## config.mk

```make
export PLATFORM = sky130hd
export DESIGN_NAME = pc_unit
export DESIGN_NICKNAME = d
export VERILOG_FILES = /design/src/rtl/pc_unit.sv
export SDC_FILE = /design/constraint.sdc
export NUM_CORES = 1
export LEC_CHECK = 0
export CAP_MARGIN = 20
export CORE_UTILIZATION = 31
export DETAILED_ROUTE_END_ITERATION = 7
export SLEW_MARGIN = 30
export SYNTH_ARGS = -nofsm -noshare
export SYNTH_HDL_FRONTEND = slang
export SYNTH_SLANG_ARGS = --single-unit
export TNS_END_PERCENT = 100
```

## constraint.sdc

```tcl
create_clock -name clk -period 3.67 [get_ports clk]
set_clock_uncertainty 0.2 [all_clocks]
set_input_delay 0.367 -clock clk [delete_from_list [all_inputs] [get_ports clk]]
set_output_delay 0.367 -clock clk [all_outputs]
set_load 0.03 [all_outputs]
```

## src/rtl/pc_unit.sv

```systemverilog
// pc_unit: program counter with branch/jump/call/return sources,
// exception entry/eret, misaligned jump-reg trap and a return stack.
// Ports:
//   clk, rst          clock, synchronous active-high reset
//   en, sel           PC write strobe, next-PC source select
//   offset, target    branch word offset, absolute target
//   exc, eret         exception request, return from exception
//   curr_pc, epc      current PC, saved exception PC
//   ras_empty/full    return stack occupancy flags
//   misalign          pulse: jump-reg target misaligned
//   ras_underflow     pulse: return with empty stack
module pc_unit #(
   parameter int WIDTH = 32,
   parameter logic [WIDTH-1:0] RESET_PC = '0,
   parameter logic [31:0] EXC_VEC = 32'h0000_0180,
   parameter int STEP = 4,
   parameter int RAS_DEPTH = 4
) (
   input  logic             clk,
   input  logic             rst,
   input  logic             en,
   input  logic [2:0]       sel,
   input  logic [WIDTH-1:0] offset,
   input  logic [WIDTH-1:0] target,
   input  logic             exc,
   input  logic             eret,
   output logic [WIDTH-1:0] curr_pc,
   output logic [WIDTH-1:0] epc,
   output logic             ras_empty,
   output logic             ras_full,
   output logic             misalign,
   output logic             ras_underflow
);

   localparam int PW = $clog2(RAS_DEPTH);
   localparam int CW = $clog2(RAS_DEPTH + 1);
   localparam logic [WIDTH-1:0] EXC_PC = WIDTH'(EXC_VEC);
   localparam logic [CW-1:0] FULL_CNT = CW'(RAS_DEPTH);

   logic [WIDTH-1:0] ras_mem [RAS_DEPTH];
   logic [PW-1:0]    ptr;
   logic [PW-1:0]    ptr_inc;
   logic [CW-1:0]    cnt;

   logic [WIDTH-1:0] seq_pc;
   logic [WIDTH-1:0] br_pc;
   logic [WIDTH-1:0] pc_nxt;
   logic [WIDTH-1:0] epc_nxt;
   logic             push;
   logic             pop;
   logic             mis_nxt;
   logic             unf_nxt;

   logic sel_br;
   logic sel_jmp;
   logic sel_jr;
   logic sel_call;
   logic sel_ret;

   assign seq_pc  = curr_pc + WIDTH'(STEP);
   assign br_pc   = seq_pc + (offset << 2);
   assign ptr_inc = ptr + PW'(1);

   assign sel_br   = (sel == 3'd1);
   assign sel_jmp  = (sel == 3'd2);
   assign sel_jr   = (sel == 3'd3);
   assign sel_call = (sel == 3'd4);
   assign sel_ret  = (sel == 3'd5);

   assign ras_empty = (cnt == '0);
   assign ras_full  = (cnt == FULL_CNT);

   always_comb begin
      pc_nxt  = curr_pc;
      epc_nxt = epc;
      push    = 1'b0;
      pop     = 1'b0;
      mis_nxt = 1'b0;
      unf_nxt = 1'b0;
      if (exc) begin
         epc_nxt = curr_pc;
         pc_nxt  = EXC_PC;
      end else if (eret) begin
         pc_nxt = epc;
      end else if (en) begin
         unique case (1'b1)
            sel_br:  pc_nxt = br_pc;
            sel_jmp: pc_nxt = target;
            sel_jr: begin
               if (target[1:0] != 2'b00) begin
                  epc_nxt = curr_pc;
                  pc_nxt  = EXC_PC;
                  mis_nxt = 1'b1;
               end else begin
                  pc_nxt = target;
               end
            end
            sel_call: begin
               pc_nxt = target;
               push   = 1'b1;
            end
            sel_ret: begin
               if (ras_empty) begin
                  pc_nxt  = seq_pc;
                  unf_nxt = 1'b1;
               end else begin
                  pc_nxt = ras_mem[ptr];
                  pop    = 1'b1;
               end
            end
            default: pc_nxt = seq_pc;
         endcase
      end
   end

   // ptr names the top entry; a push when full wraps onto
   // the oldest slot, which drops the deepest return address.
   always_ff @(posedge clk) begin
      if (rst) begin
         curr_pc       <= RESET_PC;
         epc           <= '0;
         ptr           <= '0;
         cnt           <= '0;
         misalign      <= 1'b0;
         ras_underflow <= 1'b0;
      end else begin
         curr_pc       <= pc_nxt;
         epc           <= epc_nxt;
         misalign      <= mis_nxt;
         ras_underflow <= unf_nxt;
         if (push) begin
            ras_mem[ptr_inc] <= seq_pc;
            ptr              <= ptr_inc;
            if (!ras_full) cnt <= cnt + CW'(1);
         end else if (pop) begin
            ptr <= ptr - PW'(1);
            cnt <= cnt - CW'(1);
         end
      end
   end

endmodule

```

==> results of run 1 <==
registers in the layout, indices dropped and copies added (netlist names), named ones only:
register	flops
cnt	3
misalign	1
epc	32
ras_mem	128
ras_underflow	1
curr_pc	30
ptr	2
kinds of logic after synthesis:
family / after synthesis / share of synthesized area (%)
compound gates: 283 / 16.7
xor+xnor: 56 / 4.75
fa+ha+maj: 41 / 4.85
buf+inv: 85 / 3.21
flops: 201 / 48.7
mux: 36 / 6.99
simple gates: 326 / 14.8
timing repair:
| item | in CTS | in global routing |
|---|---|---|
| pin swaps | 8 | 38 |
| endpoints found under the setup margin | 6 | 20 |
| cloned | 0 | 0 |
| resized for setup | 10 | 62 |
| setup buffers | 0 | 8 |
metrics by stage:
step	hold WS [ns]	std cells	total power, mW	area (µm²)	setup slack [ns]
after floorplan	0.285	1028	2.82	10900	0.00718
after global placement	0.260	1695	3.14	13700	-0.0552
after detailed placement	0.264	1695	3.14	13700	-0.106
after CTS	0.186	1735	5.35	14400	-0.00653
after global routing	0.220	1742	5.51	14800	-0.0800
final	0.209	1742	5.35	14800	0.0601
tightest hold or removal path: stages:
cell	delay [ns]
buf_2	0.23
a21oi_1	0.14
o21ai_2	0.06
o2bb2ai_1	0.09
cell usage after synthesis (9+ instances only):
| library cell | instances |
|---|---|
| mux4_2 | 32 |
| xnor2_1 | 34 |
| a211oi_1 | 15 |
| clkbuf_1 | 46 |
| nand3_1 | 38 |
| nand2_1 | 123 |
| buf_2 | 12 |
| ha_1 | 39 |
| a21o_1 | 9 |
| dfxtp_1 | 73 |
| a21oi_1 | 98 |
| nand4_1 | 13 |
| nor3b_1 | 13 |
| a221oi_1 | 19 |
| inv_1 | 18 |
| a22oi_1 | 11 |
| nor2_1 | 65 |
| xor2_1 | 20 |
| nor3_1 | 16 |
| edfxtp_1 | 128 |
| o21ai_0 | 58 |
final cells by class:
| class | count | area [µm²] | area share (%) |
|---|---|---|---|
| clock buffers | 30 | 621 | 4.20 |
| inverters | 19 | 71.3 | 0.482 |
| well taps | 455 | 569 | 3.85 |
| flip-flops and latches | 201 | 5320 | 36.0 |
| clock inverters | 10 | 95.1 | 0.643 |
| repair buffers | 285 | 2560 | 17.3 |
| multi-input cells | 742 | 5550 | 37.5 |
metal layers:
| metal | global-route usage [%] | share of wire [%] | up-vias |
|---|---|---|---|
| li1 | - | - | 4366 |
| met1 | 27.7 | 42 | 4711 |
| met2 | 35.2 | 48 | 409 |
| met3 | 2.82 | 7.2 | 72 |
| met4 | 5.06 | 2.9 | 0 |
| met5 | 0 | 0 | - |
worst paths after layout:
path                            slack, ns     endpoint  cells past startpoint
worst max-delay path                 0.06  curr_pc[21]                     15
worst max register to register       0.06  curr_pc[21]                     15
worst min-delay path                 0.21  curr_pc[28]                      4
worst min register to register       0.27      epc[20]                      2
where the power goes:
group          switching (mW)  internal, mW
clock                   0.963          1.26
combinational           0.406         0.304
sequential             0.0147          2.40
total                    1.38          3.97
==> flow_metrics.tcl, run 1 <==
set metrics [dict create \
    finalWirelength_um 38100 \
    fill_cells 3338 \
    maxCapViolCount 0 \
    yosys_warnings 0 \
    power.leakage_nw 5.42 \
    power_density_nw_per_um2 362 \
    slowest_delay_ns 0.42 \
    cp_data_required_time_ns 3.89 \
    rows 68 \
    die_area_um2 35900 \
    finalNetCount 1384 \
    grt_usage_pct 20.7 \
    hp-class "in -> reg" \
    min_from "eret" \
    syn_avg_cell_area_um2 10.6 \
    core_area_um2 34500 \
    layout_commonest_cell "buf_4" \
    synth-edff-count 128 \
    cts_hold_repair.buffers 0 \
    dp.final_hpwl_um 27700 \
    antenna_found_initial 1 \
    slowest_stage "or3_4" \
    fp.dieW_um 189 \
    area_growth_pct 35.8 \
    rr_startpoint "curr_pc[7]" \
    cts_htree_levels 1 \
    finalHoldViolations 0 \
    cts_sinks 201 \
    grt_max_degree 56 \
    fin_crit_sh_pct 98.4 \
    drcViolationCount 0 \
    fin_util_pct 42.8 \
    via_count 9558 \
    critPathTopFamily "simple AND/OR/NAND/NOR gates" \
    synthDominantCellAreaShare_pct 35.3 \
    end_kind "flop" \
    yosys.cell_types.count 76 \
    path_buf_inv 2 \
    cts-root-buf "clkbuf_16" \
    grt_pass1_vias 9370 \
    io_buffers 137 \
    drv_slew 0 \
    worstPathArrival_ns 3.83 \
    drt-vias-per-instance 5.49 \
    worstSetupPathType "reg -> reg" \
    crit_path_max_fanout 4 \
    critPathLaunchType "flop" \
    rsz0062_at_grt "yes" \
    insertion_delay_ns 0.52 \
    cts_buffer_depth 3 \
    synth_top_area_cell "edfxtp_1" \
    fmax_ghz 0.277 \
    worst_pin_slew_ns 0.764 \
    fin_crit_ns 3.61 \
    setup_tns_ns 0 \
    syn-cell-area_um2 10900 \
    io-pin-count 140 \
    setup_viol 0 \
    ant_nets 0 \
    cp-startpoint "curr_pc[7]" \
    grt-ovfl-total 0 \
    synth_area_leaders "edfxtp_1 (35%), dfxtp_1 (13%), mux4_2 (6.6%), a21oi_1 (4.5%), ha_1 (4.5%)" \
    cts_tree "yes" \
    gp_congestion 0.909 \
    die_h_um 189 \
    start_util_pct 31.5 \
    peakVddDrop_mv 0.297 \
    final_cell_mix "buf_4 (139), clkdlybuf4s50_1 (136), edfxtp_1 (128)" \
    path_cells "and4_4 -> nand2_4 -> or3_4 -> buf_6 -> nor2_4 -> xor2_4 -> ha_4 -> and4_1 -> buf_4 -> a21oi_2 -> nor2b_1 -> o31ai_1 -> xor2_1 -> a221oi_2 -> a211oi_2" \
    n_antenna_cell 0 \
    numCtsBuffers 22 \
    status "completed" \
    max_slew_margin_pct 49.0 \
    syn-instance-count 1028 \
    ys.flop_type "edfxtp_1" \
    layout-drive-gt1-share_pct 23.4 \
    async_flop_share_pct 0 \
    yosysSeqAreaShare_pct 48.7 \
    drtIter0Drc 934 \
    grt_pass1_wl_um 56400 \
    drt_pass1_iterations 5 \
    post_drt_wl_per_cell_um 21.9 \
    synth_nets 1141 \
    synth_seq_cells 201 \
    clkSlewWorstSetupHoldPaths_ns 0.07 \
]
(Power assumes the default switching activity.)
==> run 2, diff against run 1 <==
--- a/config.mk
+++ b/config.mk
@@ -5,7 +5,7 @@
 export SDC_FILE = /design/constraint.sdc
 export NUM_CORES = 1
 export LEC_CHECK = 0
-export CAP_MARGIN = 20
+export CORE_ASPECT_RATIO = 0.7
 export CORE_UTILIZATION = 31
 export DETAILED_ROUTE_END_ITERATION = 7
 export SLEW_MARGIN = 30
==> flow_metrics.tcl, run 2 (synthesis results as in run 1) <==
set metrics [dict create \
    cp_data_required_time_ns 3.86 \
    grt_max_degree 64 \
    max_slew_margin_pct 43.2 \
    slowest_stage "or3_4" \
    core_area_um2 34700 \
    path_cells "and4_4 -> nand2_4 -> or3_4 -> nor2_4 -> xor2_4 -> ha_4 -> nand4_1 -> nor4_2 -> o211ai_1 -> a31oi_1 -> o21ai_1 -> xnor2_1 -> a221oi_2 -> a211oi_1" \
    cts_tree "yes" \
    layout.cells.non_filler 1776 \
    grt-ovfl-total 0 \
    finalWirelength_um 40200 \
    layout-drive-gt1-share_pct 24.8 \
    post_drt_wl_per_cell_um 22.7 \
    cts_buffer_depth 3 \
    drt-vias-per-instance 5.47 \
    start_util_pct 31.4 \
    power.leakage_nw 5.52 \
    setup_viol 1 \
    crit_path_max_fanout 4 \
    reg_top3 "ras_mem: 128 flops, epc: 32 flops, curr_pc: 30 flops" \
    cts_hold_repair.buffers 0 \
    drtIter0Drc 1398 \
    violations "negative setup slack" \
    layout_commonest_cell "buf_4" \
    clkSlewWorstSetupHoldPaths_ns 0.06 \
    fin_crit_ns 3.76 \
    cts_sinks 201 \
    power_density_nw_per_um2 356 \
    io_buffers 137 \
    fp.dieW_um 226 \
    worst_pin_slew_ns 0.851 \
    regMostFlops "ras_mem" \
    seq_area_um2 5330 \
    grt_usage_pct 21.8 \
    die_area_um2 35900 \
    n_antenna_cell 0 \
    peakVddDrop_mv 0.279 \
    grt_pass1_wl_um 58200 \
    grt_pass1_vias 8934 \
    cts-root-buf "clkbuf_16" \
    dp.final_hpwl_um 29300 \
    finalHoldViolations 0 \
    drt_pass1_iterations 8 \
    fmax_ghz 0.266 \
    critPathTopFamily "simple AND/OR/NAND/NOR gates" \
    path_buf_inv 0 \
    insertion_delay_ns 0.53 \
    rows 57 \
    maxCapViolCount 0 \
    gp_congestion 0.923 \
    io-pin-count 140 \
    place_inst 1723 \
    fill_cells 3316 \
    numCtsBuffers 23 \
    setup_tns_ns -0.0866 \
    via_count 9713 \
    slowest_delay_ns 0.45 \
    worstPathArrival_ns 3.95 \
    worst_slack_ns -0.0866 \
    largest_reg_flops 128 \
    fin_crit_sh_pct 102 \
    rsz0062_at_grt "yes" \
    antenna_found_initial 0 \
    hp-class "reg -> reg" \
    area_growth_pct 38.2 \
    final_cell_mix "buf_4 (154), clkdlybuf4s50_1 (136), edfxtp_1 (128)" \
    end_kind "flop" \
    cts_htree_levels 1 \
    finalNetCount 1400 \
    drcViolationCount 0 \
    multi_input_area_um2 5660 \
    die_h_um 159 \
    critPathLaunchType "flop" \
    status "finished with violations" \
    drv_slew 0 \
    ant_nets 0 \
    worstSetupPathType "reg -> reg" \
]
[run 2: cell count changes in the layout (fill, tap and decap cells not counted), sizes merged]
cell      previous run  this run
bufinv               1         0
clkbuf              30        34
buf                149       164
clkinv               7         8
inv                 18        19
clkinvlp             3         0
[run 2: worst reg2reg max path, stage by stage, from the launching register on]
cell	delay, ns
dfxtp_4	0.36
and4_4	0.26
nand2_4	0.06
or3_4	0.45
nor2_4	0.18
xor2_4	0.28
ha_4	0.18
nand4_1	0.16
nor4_2	0.35
o211ai_1	0.24
a31oi_1	0.30
o21ai_1	0.14
xnor2_1	0.16
a221oi_2	0.24
a211oi_1	0.08
[run 2: layout make-up]
type	instances	area share [%]
tap	472	3.92
clock buffer	34	4.37
multi-input combinational	742	37.6
clock inverter	8	0.333
inverter	19	0.474
timing repair buffer	300	17.9
sequential	201	35.4
[run 2: repair_timing]
action / 4_1_cts / 5_1_grt
pin swaps: 9 / 42
buffers inserted: 1 / 11
gates resized for setup: 20 / 63
endpoints found under the setup margin: 14 / 19
[run 2: final timing paths]
path              start           to  slack [ns]  cells after the start
max          curr_pc[7]  curr_pc[30]       -0.09                     14
min             epc[26]      epc[26]        0.27                      2
max reg2reg  curr_pc[7]  curr_pc[30]       -0.09                     14
min reg2reg     epc[26]      epc[26]        0.27                      2
[run 2: layer usage]
layer / GRT usage [%] / part of all wire (%)
met1: 34.5 / 46
met2: 31.0 / 41
met3: 3.18 / 10
met4: 4.82 / 2.7
met5: 0 / 0
[run 2: metrics by stage]
step | hold WS [ns] | total power [mW] | worst slack [ns] | util (%) | instance area (µm²)
2_1_floorplan | 0.285 | 2.82 | 0.00718 | - | 10900
3_3_place_gp | 0.262 | 3.16 | -0.116 | 39.9 | 13800
3_5_place_dp | 0.267 | 3.16 | -0.183 | 39.9 | 13800
4_1_cts | 0.277 | 5.33 | 0.00919 | 42.3 | 14600
5_1_grt | 0.293 | 5.51 | -0.152 | 43.4 | 15000
6_report | 0.273 | 5.36 | -0.0866 | 43.4 | 15000
[run 2: report_power, final]
group | switching, mW | total (mW) | internal, mW
logic | 0.426 | 0.746 | 0.320
clock network | 0.946 | 2.19 | 1.25
registers | 0.0175 | 2.42 | 2.40
total | 1.39 | 5.36 | 3.97
==> run 3, diff against run 2 <==
--- a/config.mk
+++ b/config.mk
@@ -5,6 +5,7 @@
 export SDC_FILE = /design/constraint.sdc
 export NUM_CORES = 1
 export LEC_CHECK = 0
+export ABC_AREA = 1
 export CORE_ASPECT_RATIO = 0.7
 export CORE_UTILIZATION = 31
 export DETAILED_ROUTE_END_ITERATION = 7
==> flow_metrics.tcl, run 3 <==
set metrics [dict create \
    multi_input_area_um2 5840 \
    worst_slack_ns 0.142 \
    synth_area_leaders "edfxtp_1 (32%), nand2_1 (13%), dfxtp_1 (12%), a21oi_1 (5.5%), inv_1 (5.5%)" \
    place_ws_ns 0.0592 \
    grt_usage_pct 21.7 \
    reg_top3 "ras_mem: 128 flops, epc: 32 flops, curr_pc: 30 flops" \
    fmax_ghz 0.283 \
    setup_tns_ns 0 \
    layout_commonest_cell "nand2_1" \
    synthDominantCellAreaShare_pct 32.2 \
    seq_power_share_pct 42.8 \
    clkSlewWorstSetupHoldPaths_ns 0.07 \
    via_count 11400 \
    fp.dieW_um 236 \
    antenna_found_initial 0 \
    max_slew_margin_pct 49.5 \
    synth_simple_gate_area_share_pct 26.3 \
    insertion_delay_ns 0.54 \
    die_h_um 166 \
    fin_crit_sh_pct 96.1 \
    synth_xor_area_share_pct 1.45 \
    largest_reg_flops 128 \
    yosysSeqAreaShare_pct 44.5 \
    n_antenna_cell 0 \
    fill_cells 3795 \
    final_cell_mix "nand2_1 (401), inv_1 (172), clkdlybuf4s50_1 (137)" \
    p_sw_share_pct 26.6 \
    status "completed" \
    yosys.cell_types.count 57 \
    die_area_um2 39300 \
    maxCapViolCount 0 \
    synth_nets 1638 \
    power.leakage_nw 6.33 \
    place_inst 2174 \
    grt_pass1_vias 10500 \
    cts_buffer_depth 3 \
    synth_seq_cells 201 \
    cts-root-buf "clkbuf_16" \
    synth_fa_ha_area_share_pct 4.43 \
    area_growth_pct 27.8 \
    core_area_um2 37500 \
    drtIter0Drc 1193 \
    synth_compound_area_share_pct 15.2 \
    pwr-share-comb_pct 14.1 \
    rr_startpoint "curr_pc[2]" \
    io_buffers 137 \
    rrSetupSlack_ns 0.14 \
    grt_max_degree 65 \
    cts_tree "yes" \
    seq_area_um2 5310 \
    critPathLaunchType "flop" \
    hp-class "in -> reg" \
    layout.cells.non_filler 2217 \
    dp.final_hpwl_um 33000 \
    synth_top_family_by_area "simple AND/OR/NAND/NOR gates" \
    regToRegEndpoint "curr_pc[29]" \
    power_frac_clock_pct 43.1 \
    worst-r2r-cell-count 20 \
    start_util_pct 31.8 \
    drv_slew 0 \
    finalNetCount 1825 \
    io-pin-count 140 \
    cts_hold_repair.buffers 0 \
    synth-edff-count 128 \
    drcViolationCount 0 \
    ant_nets 0 \
    power.internal_mw 4.23 \
    numCtsBuffers 23 \
    yosysMostFrequentCell "nand2_1" \
    power_density_nw_per_um2 378 \
    synth_top_area_cell "edfxtp_1" \
    rows 59 \
    grt-ovfl-total 0 \
    setup_viol 0 \
    cts_sinks 201 \
    worstSetupPathType "reg -> reg" \
    regMostFlops "ras_mem" \
    cp_data_required_time_ns 3.87 \
    worst_pin_slew_ns 0.758 \
    crit_path_max_fanout 6 \
    syn-instance-count 1525 \
    layout-drive-gt1-share_pct 12.6 \
    drt_pass1_iterations 6 \
    synth_mux_area_share_pct 0.252 \
    end_kind "flop" \
    gp_congestion 0.956 \
    syn_avg_cell_area_um2 7.82 \
    peakVddDrop_mv 0.354 \
    cts_htree_levels 1 \
    finalHoldViolations 0 \
    post_drt_wl_per_cell_um 19.6 \
    total_power_mw 5.76 \
    cp-startpoint "curr_pc[2]" \
    grt_pass1_wl_um 65000 \
    finalWirelength_um 43600 \
    yosys_warnings 0 \
    power_switching_mw 1.53 \
    worstPathArrival_ns 3.73 \
    fin_crit_ns 3.53 \
    synthTopCellsByCount "nand2_1 (403), inv_1 (174), a21oi_1 (132)" \
    endpoint "curr_pc[29]" \
    async_flop_share_pct 0 \
    ys.flop_type "edfxtp_1" \
    syn-cell-area_um2 11900 \
    drt-vias-per-instance 5.12 \
]
[run 3: per-layer routing]
| layer | global-route usage [%] | up-vias | share of wire, % |
|---|---|---|---|
| li1 | - | 5489 | - |
| met1 | 32.3 | 5373 | 47 |
| met2 | 33.1 | 434 | 43 |
| met3 | 2.79 | 61 | 7.4 |
| met4 | 5.34 | 0 | 2.5 |
| met5 | 0 | - | 0 |
[run 3: repair_timing]
item | CTS | global route
resized for setup | 0 | 36
endpoints found under the setup margin | 0 | 18
buffers inserted | 0 | 1
[run 3: logic make-up (layout without fill, tap and decap cells)]
family | Yosys count | in the layout
simple gates | 703 | 703
compound gates | 319 | 319
buf+inv | 240 | 444
flops | 201 | 201
fa+ha+maj | 41 | 41
xor+xnor | 18 | 18
mux | 3 | 3
[run 3: power groups by stage]
| stage | registers, mW | logic (mW) | clock network (mW) |
|---|---|---|---|
| floorplan | 2.56 | 0.366 | 0 |
| global placement | 2.51 | 0.785 | 0 |
| detailed placement | 2.51 | 0.787 | 0 |
| CTS | 2.46 | 0.791 | 2.50 |
| global route | 2.47 | 0.873 | 2.59 |
| finish | 2.46 | 0.813 | 2.48 |
[run 3: per-stage QoR]
step	cell area, µm²	util (%)	hold WS, ns
floorplan	11900	-	0.245
global placement	14300	38.1	0.291
CTS	15100	40.2	0.290
global route	15200	40.7	0.308
finish	15200	40.7	0.285
detailed placement	14300	38.1	0.292
[run 3: worst max-delay path: stages, from the launching register on]
cell and delay, ns:
dfxtp_1 0.35, buf_4 0.17, ha_1 0.17, nand2_2 0.07, nor3_4 0.22, buf_4 0.19, nand3_1 0.11, nand2_1 0.15
inv_1 0.10, ha_2 0.41, nand2_1 0.10, nor2_1 0.27, nand2_1 0.18, nor3_1 0.16, nand2_1 0.14, nand2_1 0.10
nand2_1 0.05, nand3_1 0.08, nand2_1 0.07, nand2_1 0.06, a21oi_1 0.05
[run 3: layout make-up]
type | instances | area share (%)
clock buffers | 27 | 3.87
clock inverters | 15 | 1.33
inverters | 184 | 4.53
multi-input cells | 1084 | 38.3
flip-flops and latches | 201 | 34.8
well taps | 488 | 4.00
repair buffers | 218 | 13.1
[run 3: worst min-delay path by stage]
stage	startpoint	endpoint	slack, ns	cells past startpoint
finish	rst	flop	0.28	2
global route	rst	flop	0.31	2
CTS	rst	flop	0.29	2
detailed placement	cnt[2]	cnt[2]	0.29	2
global placement	cnt[2]	cnt[2]	0.29	2
floorplan	rst	flop	0.25	1
